**src/rtl/adder_result_display_if.sv**
```systemverilog
// Bundle of the adder-side inputs and the display-side outputs of the
// adder result display. The master side (adder stage / bench) drives the
// operands and the capture strobe; the slave side (the display block)
// drives the captured result and the multiplexed 7-segment lines.
interface adder_result_display_if;
    logic [3:0] F;
    logic       C4;
    logic       load;
    logic       valid;
    logic [4:0] result;
    logic [7:0] seg;
    logic [1:0] an;

    modport master (
        output F, C4, load,
        input  valid, result, seg, an
    );

    modport slave (
        input  F, C4, load,
        output valid, result, seg, an
    );
endinterface

```
**src/rtl/adder_result_display.sv**
```systemverilog
// Captures {C4,F} from the 4-bit adder on a load strobe, converts the
// 5-bit result to two decimal digits and drives a two-digit multiplexed
// 7-segment display. The ones-digit decimal point shows the carry flag.
module adder_result_display #(
    parameter int SCAN_DIV       = 50000,
    parameter bit SEG_ACTIVE_LOW = 1'b1
) (
    input  logic                  clk,
    input  logic                  rst,
    adder_result_display_if.slave bus
);

    localparam int         CW        = (SCAN_DIV > 2) ? $clog2(SCAN_DIV) : 1;
    localparam logic [CW-1:0] SCAN_LAST = CW'(SCAN_DIV - 1);
    localparam logic [7:0] SEG_OFF   = SEG_ACTIVE_LOW ? 8'hFF : 8'h00;
    localparam logic [1:0] AN_OFF    = SEG_ACTIVE_LOW ? 2'b11 : 2'b00;

    // Active-low segment pattern {dp,g,f,e,d,c,b,a} for a decimal digit, dp off.
    function automatic logic [7:0] seg_code(input logic [3:0] d);
        logic [7:0] p;
        case (d)
            4'd0:    p = 8'hC0;
            4'd1:    p = 8'hF9;
            4'd2:    p = 8'hA4;
            4'd3:    p = 8'hB0;
            4'd4:    p = 8'h99;
            4'd5:    p = 8'h92;
            4'd6:    p = 8'h82;
            4'd7:    p = 8'hF8;
            4'd8:    p = 8'h80;
            4'd9:    p = 8'h90;
            default: p = 8'hFF;
        endcase
        return p;
    endfunction

    // Tens digit of a 0..31 value, done with compares instead of a divider.
    function automatic logic [1:0] tens_of(input logic [4:0] v);
        logic [1:0] t;
        if (v >= 5'd30)      t = 2'd3;
        else if (v >= 5'd20) t = 2'd2;
        else if (v >= 5'd10) t = 2'd1;
        else                 t = 2'd0;
        return t;
    endfunction

    // Ones digit of a 0..31 value: subtract the tens part found above.
    function automatic logic [3:0] ones_of(input logic [4:0] v);
        logic [4:0] r;
        case (tens_of(v))
            2'd3:    r = v - 5'd30;
            2'd2:    r = v - 5'd20;
            2'd1:    r = v - 5'd10;
            default: r = v;
        endcase
        return r[3:0];
    endfunction

    logic [4:0]    result_q;
    logic          valid_q;
    logic [1:0]    tens_q;
    logic [3:0]    ones_q;
    logic          dp_q;
    logic          disp_valid_q;
    logic [CW-1:0] scan_cnt_q, scan_cnt_d;
    logic          digit_sel_q, digit_sel_d;
    logic [7:0]    seg_q, seg_d;
    logic [1:0]    an_q, an_d;

    // Capture the adder result on the load strobe; valid sticks once set.
    always_ff @(posedge clk or posedge rst) begin
        if (rst) begin
            result_q <= 5'd0;
            valid_q  <= 1'b0;
        end else if (bus.load) begin
            result_q <= {bus.C4, bus.F};
            valid_q  <= 1'b1;
        end else begin
            result_q <= result_q;
            valid_q  <= valid_q;
        end
    end

    // Decimal conversion registered one cycle behind the result, with valid
    // delayed alongside so the dash/number choice matches the digit contents.
    always_ff @(posedge clk or posedge rst) begin
        if (rst) begin
            tens_q       <= 2'd0;
            ones_q       <= 4'd0;
            dp_q         <= 1'b0;
            disp_valid_q <= 1'b0;
        end else begin
            tens_q       <= tens_of(result_q);
            ones_q       <= ones_of(result_q);
            dp_q         <= result_q[4];
            disp_valid_q <= valid_q;
        end
    end

    // Next state of the free-running slot counter and digit select.
    always_comb begin
        scan_cnt_d  = scan_cnt_q;
        digit_sel_d = digit_sel_q;
        if (scan_cnt_q == SCAN_LAST) begin
            scan_cnt_d  = {CW{1'b0}};
            digit_sel_d = ~digit_sel_q;
        end else begin
            scan_cnt_d  = scan_cnt_q + CW'(1);
            digit_sel_d = digit_sel_q;
        end
    end

    // Scan state registers; captures never touch them.
    always_ff @(posedge clk or posedge rst) begin
        if (rst) begin
            scan_cnt_q  <= {CW{1'b0}};
            digit_sel_q <= 1'b0;
        end else begin
            scan_cnt_q  <= scan_cnt_d;
            digit_sel_q <= digit_sel_d;
        end
    end

    // Pattern and enable for the digit currently selected (0 = ones, 1 = tens).
    always_comb begin
        seg_d = 8'hFF;
        an_d  = 2'b11;
        if (!disp_valid_q) begin
            seg_d = 8'hBF;
        end else if (!digit_sel_q) begin
            seg_d = seg_code(ones_q) & (dp_q ? 8'h7F : 8'hFF);
        end else if (tens_q == 2'd0) begin
            seg_d = 8'hFF;
        end else begin
            seg_d = seg_code({2'b00, tens_q});
        end
        if (!digit_sel_q) begin
            an_d = 2'b10;
        end else begin
            an_d = 2'b01;
        end
        if (!SEG_ACTIVE_LOW) begin
            seg_d = ~seg_d;
            an_d  = ~an_d;
        end else begin
            seg_d = seg_d;
            an_d  = an_d;
        end
    end

    // Registered display outputs: seg and an update on the same edge, and the
    // select is used one edge late so the first slot after reset is full length.
    always_ff @(posedge clk or posedge rst) begin
        if (rst) begin
            seg_q <= SEG_OFF;
            an_q  <= AN_OFF;
        end else begin
            seg_q <= seg_d;
            an_q  <= an_d;
        end
    end

    assign bus.valid  = valid_q;
    assign bus.result = result_q;
    assign bus.seg    = seg_q;
    assign bus.an     = an_q;

endmodule

```
**src/flat_wrapper.sv**
```systemverilog
// flat-port wrapper written by rule: the top's interface ports become plain ports
module adder_result_display_flat 
#(
    parameter int SCAN_DIV       = 50000,
    parameter bit SEG_ACTIVE_LOW = 1'b1
)
  (clk, rst, bus_F, bus_C4, bus_load, bus_valid, bus_result, bus_seg, bus_an);
  adder_result_display_if bus_i ();
  input  logic clk;
  input  logic rst;
  input wire logic [$bits(bus_i.F)-1:0] bus_F;
  input wire logic [$bits(bus_i.C4)-1:0] bus_C4;
  input wire logic [$bits(bus_i.load)-1:0] bus_load;
  output wire logic [$bits(bus_i.valid)-1:0] bus_valid;
  output wire logic [$bits(bus_i.result)-1:0] bus_result;
  output wire logic [$bits(bus_i.seg)-1:0] bus_seg;
  output wire logic [$bits(bus_i.an)-1:0] bus_an;
  assign bus_i.F = bus_F;
  assign bus_i.C4 = bus_C4;
  assign bus_i.load = bus_load;
  assign bus_valid = bus_i.valid;
  assign bus_result = bus_i.result;
  assign bus_seg = bus_i.seg;
  assign bus_an = bus_i.an;
  adder_result_display #(.SCAN_DIV(SCAN_DIV), .SEG_ACTIVE_LOW(SEG_ACTIVE_LOW)) u_core (.clk(clk), .rst(rst), .bus(bus_i));
endmodule
```
**config.mk**
```make
export PLATFORM = sky130hd
export DESIGN_NAME = adder_result_display_flat
export DESIGN_NICKNAME = d
export VERILOG_FILES = /design/src/rtl/adder_result_display_if.sv /design/src/rtl/adder_result_display.sv /design/src/flat_wrapper.sv
export SDC_FILE = /design/constraint.sdc
export NUM_CORES = 1
export LEC_CHECK = 0
export ABC_CLOCK_PERIOD_IN_PS = 6800
export CAP_MARGIN = 20
export CORE_ASPECT_RATIO = 1.25
export CORE_MARGIN = 5
export CORE_UTILIZATION = 36
export DETAILED_ROUTE_END_ITERATION = 7
export SYNTH_ARGS = -nofsm -noshare
export SYNTH_HDL_FRONTEND = slang
export SYNTH_SLANG_ARGS = --single-unit
export TNS_END_PERCENT = 100
```
**constraint.sdc**
```tcl
create_clock -name clk -period 6.8 [get_ports clk]
set_input_delay 1.36 -clock clk [delete_from_list [all_inputs] [get_ports clk]]
set_output_delay 1.36 -clock clk [all_outputs]
set_load 0.005 [all_outputs]
```
---- Word level (Yosys, flattened, before mapping) ----
Memories as Yosys holds them, arrays and structs flattened.
Index checks and enable logic that the tools add are counted.
cells by class
  add/sub/neg operators ................... 4
  magnitude comparators ................... 3
  equality and inequality tests ........... 7
  multiplexer cells ....................... 13
  bitwise operators ....................... 2
  reduce and logical (&&, ||, !) cells .... 1
operators with widths
  cell                                                                                 number
  8-bit two-way mux                                                                    6
  8-bit case mux with 3 select lines                                                   1
  16-bit by 1-bit adder with 16-bit output, second input constant                      1
  16-bit equality test, second input constant                                          1
  16-bit two-way mux                                                                   1
  4-bit case mux with 3 select lines                                                   1
  5-bit greater-or-equal comparator, second input constant                             2
  8-bit AND                                                                            1
  2-bit equality test, second input constant                                           4
  4-bit subtractor, second input constant                                              2
  2-bit two-way mux                                                                    3
  5-bit by 4-bit greater-or-equal comparator with 1-bit output, second input constant  1
  2-bit by 1-bit equality test with 1-bit output, second input constant                2
  4-bit by 3-bit subtractor with 4-bit output, second input constant                   1
  2-bit logical NOT                                                                    1
  1-bit two-way mux                                                                    1
  1-bit inverter                                                                       1
word-level totals
  register bits after elaboration ......... 41
  bits in read-only memories .............. 112
  input bits .............................. 8
  output and inout bits ................... 16
  logic and storage cells ................. 41
  memories ................................ 1
memories
  name              depth  width  read ports  clocked after memory_dff  write ports  RTL line                    text
  (name not given)  16     7      1           0                         0            adder_result_display.sv:21  case (d)

---- Depth between registers and ports, before layout ----
Gate-level depths: netlist of run 1.
  word-level depth ........................ 6
  mapped depth ............................ 9

---- Worst setup path after synthesis of run 1 ----
No wires, ideal clock.
  path kind ............................... register -> register
  start point ............................. register u_core.result_q[2] (netlist: u_core.bus.result[2])
  end point ............................... register u_core.ones_q[2]
  setup time .............................. 0.069 ns
  arrival ................................. 2.159 ns
  data required time ...................... 6.731 ns
  setup slack ............................. 4.572 ns
  cell stages (with the launch flop) ...... 10
  cells stage by stage .................... dfrtp_1 > inv_1 > ha_1 > nand3b_1 > a21oi_1 > a21o_1 > fa_1 > nor2b_1 > a2111o_1 > nand3_1
between the ends
  cells in the longest elaborated chain, start to end .. 6
  elaborated cells on any way between the ends .. 13
ends and longest elaborated chain
  what                                                                                          RTL line                    text
  start, declared                                                                               adder_result_display.sv:59  logic [4:0] result_q;
  start signal, assigned                                                                        adder_result_display.sv:76  result_q <= {bus.C4, bus.F};
  start signal, assigned                                                                        adder_result_display.sv:79  result_q <= result_q;
  5-bit by 4-bit greater-or-equal comparator with 1-bit output                                  adder_result_display.sv:42  else if (v >= 5'd10) t = 2'd1;
  1-bit two-way mux                                                                             adder_result_display.sv:42
  2-bit two-way mux                                                                             adder_result_display.sv:41  else if (v >= 5'd20) t = 2'd2;
  2-bit two-way mux                                                                             adder_result_display.sv:40  if (v >= 5'd30) t = 2'd3;
  2-bit by 1-bit equality test with 1-bit output / 2-bit equality test (equally long branches)  adder_result_display.sv:50  case (tens_of(v))
  4-bit case mux with 3 select lines (*)                                                        adder_result_display.sv:50
  end signal, assigned                                                                          adder_result_display.sv:94  ones_q <= ones_of(result_q);
  end, declared                                                                                 adder_result_display.sv:62  logic [3:0] ones_q;
Mark *: on every way between the ends. The rest lies on a longest branch, timed or not.
A chain may end at the register's enable or synchronous reset.

---- Final worst setup path of run 1 ----
  start point ............................. register u_core.result_q[4] (netlist: u_core.bus.result[4])
  end point ............................... output port bus_result[4]
RTL lines
  what           RTL line            text
  end, declared  flat_wrapper.sv:15  output wire logic [$bits(bus_i.result)-1:0] bus_result;
No word-level cell between the ends.

==> results of run 1 <==
-- cells in the final DEF (no fill, tap or decap), drive strengths merged, types with 2 or more instances in the layout --
cell type,count
nor4b,2
nand3,10
a221oi,2
a221o,2
o21ai,9
a21oi,2
ha,7
and3,5
nand2,13
xnor2,4
o211ai,2
nor2,13
nand3b,3
and4,5
dfrtp,31
mux2,4
mux2i,2
inv,7
nand4,3
nor2b,4
dfstp,10
xor2,10
a211oi,3
clkdlybuf4s50,23
nand2b,2
clkbuf,6
and4b,2
-- state kept, by name, indices dropped and copies added (netlist names) --
signal               count
u_core.scan_cnt_q       16
u_core.bus.seg           8
u_core.bus.result        5
u_core.ones_q            4
u_core.bus.an            2
u_core.tens_q            2
u_core.bus.valid         1
u_core.digit_sel_q       1
u_core.disp_valid_q      1
u_core.dp_q              1
-- metal layers --
layer	share of wire (%)	vias to the layer above	global-route usage, %	wire, um
met1	45	636	11.2	1490
met3	5.6	9	3.11	184
met4	2.0	0	4.45	65
li1	-	667	-	-
met5	0	-	0	0
met2	47	37	17.6	1570
-- kinds of logic after synthesis --
group                    count (synthesis)  share of synthesized area, %
AND/OR/NAND/NOR                         67                          19.2
flip-flops                              41                          53.0
XOR/XNOR                                14                          6.26
AO/OA/AOI/OAI                           26                          9.14
buffers and inverters                   16                          3.58
multiplexers                             6                          3.32
adder cells (fa/ha/maj)                  8                          5.50
-- power breakdown --
part	switching, uW	internal [uW]
combinational	55.5	83.8
clock	83.0	110
sequential	24.7	288
total	163	482
-- metrics by stage --
step | instances | utilization (%) | total power, uW | setup slack [ns] | hold WS, ns
after floorplan | 178 | - | 395 | 4.51 | 0.348
after global placement | 257 | 41.6 | 456 | 4.33 | 0.382
after detailed placement | 257 | 41.6 | 459 | 4.33 | 0.379
after CTS | 265 | 43.7 | 657 | 3.97 | 0.405
after global routing | 265 | 43.7 | 685 | 3.92 | 0.420
final | 265 | 43.7 | 645 | 3.99 | 0.402
-- worst min-delay path by stage --
stage	startpoint	end	slack (ns)	depth (start not counted)
3_3_place_gp	u_core.dp_q	u_core.bus.seg[7]	0.38	1
2_1_floorplan	u_core.dp_q	u_core.bus.seg[7]	0.35	1
4_1_cts	u_core.dp_q	u_core.bus.seg[7]	0.40	1
6_report	u_core.dp_q	u_core.bus.seg[7]	0.40	1
5_1_grt	u_core.dp_q	u_core.bus.seg[7]	0.42	1
3_5_place_dp	u_core.dp_q	u_core.bus.seg[7]	0.38	1
-- layout make-up --
type	instances	area, um^2	share of cell area [%]
Sequential cell	41	1040	44.3
Multi-Input combinational cell	121	850	36.3
Timing Repair Buffer	24	238	10.1
Tap cell	64	80.1	3.42
Clock buffer	6	72.6	3.10
Clock inverter	2	38.8	1.66
Inverter	7	26.3	1.12
==> flow_results.org, run 1 <==
** Setup path
- Stages on worst setup path :: 1
- Nature of the critical path endpoint :: output port
- Arrival time of the worst setup path :: ~1.5 ns
- Buffers plus inverters on the worst setup path :: 1
- For flop-to-flop paths, the worst setup slack is 4.37 ns.
- Largest delay contributor family on the critical path :: buffers and inverters
- In this run the critical register-to-register path is launched from u_core.bus.result[2].
- The worst setup path is launched from a flip-flop.
- In this run the critical register-to-register path is captured at u_core.ones_q[2].
- The most critical setup path has its endpoint at bus_result[4].
- Data required, critical path :: between 5 and 6 ns
- Crit. Startpoint :: u_core.bus.result[4]
- Of all nets on the critical path, the largest fanout is 14.
- Setup Crit Path Kind :: flip-flop to output port
- Traced cell by cell, the critical path runs through clkdlybuf4s50_1.
- The worst register-to-register path has a depth of 9.
- Crit path max-delay cell type :: sky130_fd_sc_hd__clkdlybuf4s50_1
- For this run, the slowest stage of the critical path takes roughly 0.58 ns.

** Synthesis
- By area the synthesized netlist is led by sky130_fd_sc_hd__dfrtp_1 40%, sky130_fd_sc_hd__dfstp_2 13%, sky130_fd_sc_hd__ha_1 4.5%.
- Post-synthesis average cell area :: approximately 11 um^2
- In the synthesized netlist, the number of instances is 178.
- Library cells used by synthesis :: between 40 and 50
- The number of nets in the synthesized netlist is 194.
- YS warnings :: 0
- Synthesized cell area :: about 2000 um^2
- Sorting the synthesized cells by how often they occur yields 31 x sky130_fd_sc_hd__dfrtp_1, 13 x sky130_fd_sc_hd__nand2_1, 12 x sky130_fd_sc_hd__nor2_1.
- Library cell occupying the most area in the post-synthesis netlist :: sky130_fd_sc_hd__dfrtp_1
- Commonest register cell after synthesis :: sky130_fd_sc_hd__dfrtp_1
- Of all flip-flops after synthesis, the portion carrying an async set or reset was 100%.
- Most frequent cell after synthesis :: sky130_fd_sc_hd__dfrtp_1
- After synthesis, the largest area contributor takes up between 30% and 40% of total cell area.
- The synthesized design contains 0 enable-type register cells.
- Sequential area share after synthesis :: a little over half
- FF+latch count, synth :: 41

** STA
- Setup repair after global routing left no endpoint under its margin.
- Setup TNS :: 0 ns
- Hold Violations, Final :: 0
- Setup violations remaining at the end of the flow were counted as 0.
- For the pin with the worst max-slew slack, the measured transition is between 0.5 and 0.6 ns.
- Maximum clock frequency :: between 300 and 400 MHz
- The number of pins exceeding their max-slew limit in the final report was 0.
- Min Tclk post-route :: between 2 and 3 ns
- Across the routed clock network, the largest skew measured is 0.00911 ns.
- The worst path uses between 40% and 50% of the clock period.
- The worst pin sits at a relative slew slack of between 60% and 70%.

** Placement
- After legalization and detailed placement, the total HPWL measured 2.37 mm.
- Placement Cell Area :: 2230 um^2
- During placement, the flow inserted port buffers numbering 23.
- The congestion estimate from routability-driven global placement came to about 0.8.

** Global routing
- Entering global routing, the biggest net connects 42 pins.
- Number of antenna violations at the first check in global routing :: 0
- The via count of the first global-routing pass was about 1300.
- The first global-routing pass estimated approximately 6 mm of wire.
- Across every metal layer, demand over resource in global routing totals ~10%.
- Global routing finished with a remaining overflow of 0.

** Routing
- Per-cell routed wire length :: around 13 um
- In the routed layout, each cell is associated on average with a via count of around 5.1.
- For this block, the initial DRC count from the detailed router was 87.
- First-pass DRT Iterations :: 4
- In the routed design, unresolved DRC markers number 0.
- Detailed routing inserted a total of roughly 1300 vias.
- Once detail routing completed, the nets flagged for antenna violations numbered 0.
- Total detailed-routing wirelength :: between 3 and 4 mm

** Floorplan
- Chip Width :: between 70 and 80 um
- Total number of placement rows :: 30
- After floorplanning, the core was sized to cover between 5000 and 6000 um^2.
- During I/O placement, the number of pins put on the boundary was 24.
- Vertical extent of the die :: roughly 90 um
- DIE AREA :: between 7000 and 8000 um^2
- Effective utilization at floorplan :: 36.5%

** Clock network
- After clock tree synthesis, the clock-pin slew on the worst setup and hold paths is approximately 0.08 ns.
- The number of clock buffers added by TritonCTS is 5.
- Hold repair after CTS inserted 0 buffers.
- For the worst-skew pair, the clock arrives at the later sink with an insertion delay of approximately 0.30 ns.
- TritonCTS built the clock tree.
- CTS Root Buffer Type :: sky130_fd_sc_hd__clkbuf_8
- Cells resized by post-CTS repair :: 0
- Buffers inserted during post-CTS setup optimization :: 0
- CTS max path bufs :: 2
- Number of sinks on the clock net :: 41
- In this run the number of H-tree levels came out at 2.

** Final layout
- Compared with the post-synthesis result, the final layout area differs by 19.7%.
- For this run, the post-layout net count is between 200 and 250.
- The repair_antennas step left the layout with diodes totalling 0.
- Final non-filler cell area :: approximately 2300 um^2
- Fraction of final layout cells with drive strength greater than 1 :: between 10% and 20%
- Filler cell count :: a little over 500

** Flow run
- # Max-Cap Violations :: 0

** Min path
- Class of the most critical hold timing path :: flip-flop to flip-flop

** Outcome
- Outcome :: finished, final reports clean

** Pwr
- Total power per unit cell area :: about 280 nW/um^2
- Leakage power total :: 0.00104 uW
- Peak ir drop on the vdd network :: between 100 and 150 uV
Power figures use the tool's default switching activity.
==> run 2: changes to the inputs <==
--- a/config.mk
+++ b/config.mk
@@ -5,7 +5,7 @@
 export SDC_FILE = /design/constraint.sdc
 export NUM_CORES = 1
 export LEC_CHECK = 0
-export ABC_CLOCK_PERIOD_IN_PS = 6800
+export ABC_CLOCK_PERIOD_IN_PS = 2600
 export CAP_MARGIN = 20
 export CORE_ASPECT_RATIO = 1.25
 export CORE_MARGIN = 5
==> constraint.sdc (replaced) <==
create_clock -name clk -period 2.6 [get_ports clk]
set_input_delay 0.52 -clock clk [delete_from_list [all_inputs] [get_ports clk]]
set_output_delay 0.52 -clock clk [all_outputs]
set_load 0.005 [all_outputs]
==> flow_results.org, run 2 (synthesis gave the netlist of run 1 again) <==
** Floorplan
- The core area is 5370 um^2 (unchanged).
- Effective utilization at floorplan :: 36.5% (unchanged)
- The die area came to 7020 um^2 (unchanged).
- Chip Width :: 76.0 um (unchanged)
- Vertical extent of the die :: 92.5 um (unchanged)
- Total number of placement rows :: 30 (unchanged)
- The count of boundary I/O pins is 24 (unchanged).

** Placement
- Buffers on Ports :: 23 (unchanged)
- The global placement routability congestion is 0.822 (+2.5%).
- HPWL after detailed placement :: 2.41 mm (+1.8%)
- Placement Cell Area :: 2250 um^2 (+0.67%)
- Post-placement setup slack :: 0.197 ns (-4.13 ns)
- The number of placed instances, taps included is 259 (+0.78%).

** Final layout
- Leading cell type in the layout, fill and taps excluded :: sky130_fd_sc_hd__dfrtp_1
- The number of flip-flops under the largest register name was 16 (unchanged).
- The post-layout instance area is 2360 um^2 (+0.53%).
- Final Instance Count excl. Fillers :: 267 (+0.75%)
- Register with the most flip-flops :: u_core.scan_cnt_q
- Most used cells in the layout excluding fill and tap cells :: 30 x sky130_fd_sc_hd__dfrtp_1, 23 x sky130_fd_sc_hd__clkdlybuf4s50_1, 13 x sky130_fd_sc_hd__nand2_1
- The share of layout cells above drive strength 1 was 13.8% (+1.4 points).
- Final design utilization :: 43.9% (+0.23 points)
- Area growth, synth to finish :: 20.3%
- The net total in the final layout is 218 (+0.93%).
- Antenna diodes :: 0 (unchanged)

** Setup path
- Traced cell by cell, the critical path runs through inv_1 -> ha_1 -> nand3b_1 -> a21oi_1 -> a21o_1 -> fa_1 -> nor2b_1 -> a2111o_1 -> nand3_1.
- Largest delay contributor family on the critical path :: adder cells
- The reg2reg setup slack was 0.24 ns (-4.13 ns).
- CP startpoint kind :: flip-flop
- Slowest stage delay, CP :: 0.56 ns (-0.02 ns)
- Nature of the critical path endpoint :: flip-flop
- Data required, critical path :: 2.83 ns (-2.61 ns)
- Crit. Startpoint :: u_core.bus.result[2]
- For this design, the slowest cell found on the critical path is sky130_fd_sc_hd__fa_1.
- Setup Crit Path Kind :: flip-flop to flip-flop
- The highest fanout seen on the critical path is 8 (-6).
- The count of buffering cells on the critical path with inverters included is 1 (unchanged).
- The startpoint identified for the worst register-to-register timing path is u_core.bus.result[2].
- Arrival time of the worst setup path :: 2.59 ns (+1.14 ns)

** Global routing
- Gr usage total :: 10.6% (+0.54 points)
- Number of antenna violations at the first check in global routing :: 0 (unchanged)
- Vias in the first global route :: 1367 (+4.4%)
- The total global routing overflow is 0 (unchanged).
- Pin count of the biggest net entering global routing :: 42 (unchanged)
- Global-route wire length before repair :: 6.17 mm (+5.7%)

** Pwr
- The net switching power was 419 uW (+160%).
- The switching power as a share of total power was 24.9% (-0.39 points).
- Proportion of power drawn by the clock network :: 29.4% (-0.5 points)
- The standby leakage power came to 0.00104 uW (+0.80%).
- The power share of the sequential group was 48.3% (about the same).
- Peak ir drop on the vdd network :: 300 uV (+140%)
- The proportion of power drawn by combinational gates is 22.3% (+0.7 points).
- Total power per unit cell area :: 713 nW/um^2 (+160%)
- P_int :: 1260 uW (+160%)

** STA
- The hold violation count in the final report is 0 (unchanged).
- Remaining max-slew budget at the tightest pin :: 66.6% (+0.16 points)
- Derived from the worst setup path, the maximum achievable clock frequency is approximately 420 MHz.
- Setup TNS :: 0 ns (unchanged)
- Setup violation total in the final timing report :: 0 (unchanged)
- The slack of the critical path is 0.241 ns (-3.75 ns).
- Unrepaired setup endpoints after global routing :: false
- Worst setup skew after layout :: 0.00751 ns (-0.00160 ns)
- The number of pins exceeding their max-slew limit in the final report is 0 (unchanged).
- Subtracting the final worst setup slack from the clock period gives roughly 2.4 ns.
- Slew of the pin with the lowest slew margin :: 0.502 ns (-0.00234 ns)
- Post-route fraction of the period consumed by the critical path :: 90.7%

** Clock network
- Clock-pin transition on the worst setup and hold timing paths :: 0.08 ns (about the same)
- The number of hold-repair buffers added at the cts stage was 0 (unchanged).
- The total CTS buffers is 5 (unchanged).
- TritonCTS built the clock tree.
- Insertion delay of the later-clocked pin in the worst-skew pair :: 0.29 ns (about the same)
- The maximum level of the CTS H-tree is 2 (unchanged).
- CTS Root Buffer Type :: sky130_fd_sc_hd__clkbuf_8
- The TritonCTS sink count was 41 (unchanged).
- The number of buffers on the longest clock path is 2 (unchanged).
- The post-CTS repair timing setup buffer count is 0 (unchanged).

** Routing
- The count of unresolved DRC violations after routing is 0 (unchanged).
- Total detailed-routing wirelength :: 3.36 mm (+1.4%)
- The via density per instance came to 5.14 (+1.0%).
- The number of iterations in the first detailed-routing pass is 4 (unchanged).
- Via count of the routed design :: 1373 (+1.8%)
- The mean routed wirelength per cell was 12.6 um (+0.63%).
- Number of nets with antenna violations after routing :: 0 (unchanged)
- Initial DRC Count :: 70 (-20%)

** Min path
- Source of the worst hold timing path :: u_core.dp_q
- The path class of the tightest hold or removal check is flip-flop to flip-flop.

** Flow run
- # Max-Cap Violations :: 0 (unchanged)

** Outcome
- The run finished with clean final reports.
[run 2: changes by cell type in the layout (fill, tap and decap cells not counted)]
cell,delta
sky130_fd_sc_hd__buf_4,+2
sky130_fd_sc_hd__clkinv_2,+1
sky130_fd_sc_hd__clkinv_4,-1
sky130_fd_sc_hd__dfrtp_1,-1
sky130_fd_sc_hd__dfrtp_2,+1
[run 2: final cells by class]
class	instances	area [um^2]
Clock buffer	6	72.6
Fill cell	526	3010
Clock inverter	2	35.0
Timing Repair Buffer	26	253
Tap cell	64	80.1
Multi-Input combinational cell	121	850
Sequential cell	41	1040
Inverter	7	26.3
[run 2: metrics by stage]
| step | power, uW | hold WS [ns] |
|---|---|---|
| after floorplan | 1030 | 0.348 |
| after global placement | 1200 | 0.362 |
| after detailed placement | 1200 | 0.354 |
| after CTS | 1700 | 0.366 |
| after global routing | 1780 | 0.400 |
| final | 1680 | 0.364 |
[run 2: power by group through the flow]
stage | Clock [uW] | Sequential, uW | Combinational [uW]
finish | 494 | 812 | 375
detailed placement | 0 | 825 | 379
CTS | 511 | 812 | 381
global route | 540 | 824 | 419
floorplan | 0 | 806 | 227
global placement | 0 | 822 | 376
[run 2: path summary, 6_finish.rpt]
path	to	cells after the start
worst max register to register	u_core.ones_q[2]	9
max in group asynchronous	u_core.bus.seg[3]	3
worst max-delay path	u_core.ones_q[2]	9
worst min-delay path	u_core.bus.seg[7]	1
min in group asynchronous	u_core.bus.result[3]	3
worst min register to register	u_core.bus.seg[7]	1
[run 2: worst register-to-register path: cells and delay by family (launching register included)]
family                     cells  cell delay, ns
AOI/OAI and AO/OA              3            0.65
adders and majority gates      2            0.77
buffers and inverters          1            0.13
DFF                            1            0.46
and+or+nand+nor                3            0.29
[run 2: repair_timing]
item / in CTS / in global routing
gates resized for setup: 0 / 1
endpoints found under the setup margin: 0 / 1
hold endpoints to repair: 0 / 0
[run 2: metal layers]
metal | routed length [um] | vias up | track usage, %
met4 | 74 | 0 | 5.04
met3 | 191 | 6 | 3.02
met1 | 1460 | 657 | 12.4
met5 | 0 | - | 0
li1 | - | 673 | -
met2 | 1630 | 37 | 17.9
==> run 3: changes to the inputs <==
--- a/config.mk
+++ b/config.mk
@@ -5,7 +5,7 @@
 export SDC_FILE = /design/constraint.sdc
 export NUM_CORES = 1
 export LEC_CHECK = 0
-export ABC_CLOCK_PERIOD_IN_PS = 2600
+export ABC_CLOCK_PERIOD_IN_PS = 2900
 export CAP_MARGIN = 20
 export CORE_ASPECT_RATIO = 1.25
 export CORE_MARGIN = 5
==> constraint.sdc (replaced) <==
create_clock -name clk -period 2.9 [get_ports clk]
set_input_delay 0.58 -clock clk [delete_from_list [all_inputs] [get_ports clk]]
set_output_delay 0.58 -clock clk [all_outputs]
set_load 0.005 [all_outputs]
==> flow_results.org, run 3 (synthesis gave the netlist of run 1 again) <==
** Outcome
- Outcome :: finished, final reports clean

** Pwr
- Proportion of power drawn by the clock network :: 25.4% (-4.0 points)
- Share of power burned in registers :: 51.7% (+3.4 points)
- Switching portion of total power :: 26.6% (+1.7 points)
- The worst IR drop on VDD was 279 uV (-7.0%).
- Gate power share :: 22.9% (+0.6 points)
- Leakage power total :: 0.00102 uW (-2.5%)
- Total power per unit cell area :: 611 nW/um^2 (-14%)
- The net switching power was 377 uW (-10%).
- The internal power summed over all cells was 1040 uW (-18%).

** Final layout
- The final core area utilization is 43.2% (-0.68 points).
- u_core.scan_cnt_q holds more flip-flops than any other register.
- The share of layout cells above drive strength 1 is 12.4% (-1.4 points).
- Compared with the post-synthesis result, the final layout area differs by 18.5%.
- The number of flip-flops under the largest register name came to 16 (unchanged).
- Final non-filler cell area :: 2320 um^2 (-1.5%)
- In the layout the commonest cells are 31 x sky130_fd_sc_hd__dfrtp_1, 23 x sky130_fd_sc_hd__clkdlybuf4s50_1, 13 x sky130_fd_sc_hd__nand2_1.
- Antenna diodes :: 0 (unchanged)
- Leaving out fill and tap cells, the most frequent cell in the layout is sky130_fd_sc_hd__dfrtp_1.
- The net total in the final layout came to 216 (-0.92%).

** Global routing
- The total global routing overflow is 0 (unchanged).
- The via count of the first global-routing pass came to 1317 (-3.7%).
- Global-route wire length before repair :: 5.89 mm (-4.6%)
- Gr usage total :: 10.3% (-0.39 points)
- The maximum number of pins on one net before global-route repair is 42 (unchanged).
- Number of antenna violations at the first check in global routing :: 0 (unchanged)

** Setup path
- Nature of the critical path endpoint :: flip-flop
- The worst setup path is launched from a flip-flop.
- The total number of cells along the worst setup path is 9 (unchanged).
- The longest individual stage delay on the worst path was 0.54 ns (-0.02 ns).
- Crit path max-delay cell type :: sky130_fd_sc_hd__fa_1
- Broken down by cell family, the worst path's largest delay share belongs to adder cells.
- The worst-case reg-to-reg path depth was 9 (unchanged).
- Setup Crit Path Kind :: flip-flop to flip-flop
- The data arrival time of the worst path is 2.63 ns (+0.04 ns).
- Buffers plus inverters on the worst setup path :: 1 (unchanged)
- Highest fanout seen on the critical path :: 8 (unchanged)
- Sequence of cells on the critical path :: inv_1 -> ha_1 -> nand3b_1 -> a21oi_1 -> a21o_1 -> fa_1 -> nor2b_1 -> a2111o_1 -> nand3_1
- The critical path required time is 3.13 ns (+0.30 ns).

** Clock network
- Number of hold buffers added after cts :: 0 (unchanged)
- Buffers inserted during post-CTS setup optimization :: 0 (unchanged)
- CTS tree :: built
- The root buffer cell chosen for the clock tree is sky130_fd_sc_hd__clkbuf_8.
- Cells resized by post-CTS repair :: 0 (unchanged)
- CTS max path bufs :: 2 (unchanged)
- The clock insertion delay at the later pin of the skew report came to 0.29 ns (about the same).
- The total CTS buffers is 5 (unchanged).
- Clock-pin transition on the worst setup and hold timing paths :: 0.08 ns (about the same)
- The maximum level of the CTS H-tree was 2 (unchanged).
- The TritonCTS sink count came to 41 (unchanged).

** STA
- The hold violation count in the final report was 0 (unchanged).
- The setup-violating endpoint count in the final report is 0 (unchanged).
- Slew Limit Fails :: 0 (unchanged)
- The share of the clock period used by the worst path after layout is 83.1% (-7.7 points).
- Worst setup skew after layout :: 0.00847 ns (+0.000966 ns)
- Unrepaired setup endpoints after global routing :: false
- The relative max-transition margin is 67.2% (+0.67 points).
- Setup TNS :: 0 ns (unchanged)
- The final-layout worst hold slack came to 0.398 ns (+0.0348 ns).
- Slew of the pin with the lowest slew margin :: 0.492 ns (-0.00999 ns)
- Maximum clock frequency :: 415 MHz (-2.1%)
- Min Tclk post-route :: 2.41 ns (+0.0503 ns)

** Floorplan
- The vertical die dimension was 92.5 um (unchanged).
- The starting density of the core is 36.5% (unchanged).
- Total number of placement rows :: 30 (unchanged)
- DIE AREA :: 7020 um^2 (unchanged)
- The die extent in x is 76.0 um (unchanged).
- Boundary Pins :: 24 (unchanged)
- The core area is 5370 um^2 (unchanged).

** Min path
- Number of stages on the worst hold path :: 1 (unchanged)
- The path class of the tightest hold or removal check is flip-flop to flip-flop.

** Routing
- Initial DRC Count :: 78 (+11%)
- Per-cell routed wire length :: 12.2 um (-2.9%)
- The total via count after detailed routing is 1331 (-3.1%).
- The number of iterations in the first detailed-routing pass came to 4 (unchanged).
- Total DRC errors in the routed layout :: 0 (unchanged)
- Number of nets with antenna violations after routing :: 0 (unchanged)
- The total wire length after detailed routing was 3.24 mm (-3.6%).
- Routed vias/inst :: 5.02 (-2.3%)

** Placement
- The detailed placement HPWL was 2.36 mm (-2.3%).
- The port buffer count is 23 (unchanged).
- Placement Cell Area :: 2230 um^2 (-0.67%)
- The global placement routability congestion is 0.812 (-1.2%).

** Flow run
- # Max-Cap Violations :: 0 (unchanged)
## run 3: cell count changes in the layout (fill, tap and decap cells not counted), sizes merged
cell      previous run  this run
bufinv               1         0
buf                  3         1
clkinv               1         0
clkinvlp             0         2
## run 3: layer usage
metal,part of all wire (%),global-route usage [%],routed length [um],vias to the layer above
li1,-,-,-,666
met1,45,12.0,1460,626
met2,47,16.8,1520,33
met3,5.7,3.70,184,6
met4,2.0,4.45,65,0
met5,0,0,0,-
## run 3: cell type report
| type | count | area, um^2 |
|---|---|---|
| fillers | 531 | 3050 |
| flip-flops and latches | 41 | 1040 |
| multi-input cells | 121 | 850 |
| repair buffers | 24 | 238 |
| well taps | 64 | 80.1 |
| clock buffers | 6 | 72.6 |
| inverters | 7 | 26.3 |
| clock inverters | 2 | 15.0 |
## run 3: worst paths after layout
path / from / end / slack, ns
worst min register to register: u_core.dp_q / u_core.bus.seg[7] / 0.40
min in group asynchronous: rst / u_core.bus.result[4] / 0.70
max in group asynchronous: rst / u_core.bus.an[1] / 1.84
worst max-delay path: u_core.bus.result[2] / u_core.ones_q[2] / 0.49
worst min-delay path: u_core.dp_q / u_core.bus.seg[7] / 0.40
worst max register to register: u_core.bus.result[2] / u_core.ones_q[2] / 0.49
## run 3: per-stage QoR
stage,std cells,total power [uW],worst slack (ns)
finish,265,1420,0.491
global route,265,1520,0.318
CTS,265,1440,0.487
detailed placement,257,1070,0.519
global placement,257,1070,0.591
floorplan,178,926,0.672
## run 3: power groups by stage
stage	combinational (uW)	sequential (uW)	clock, uW
detailed placement	329	745	0
global route	363	745	408
CTS	331	734	378
finish	325	733	360
global placement	327	743	0
floorplan	203	723	0
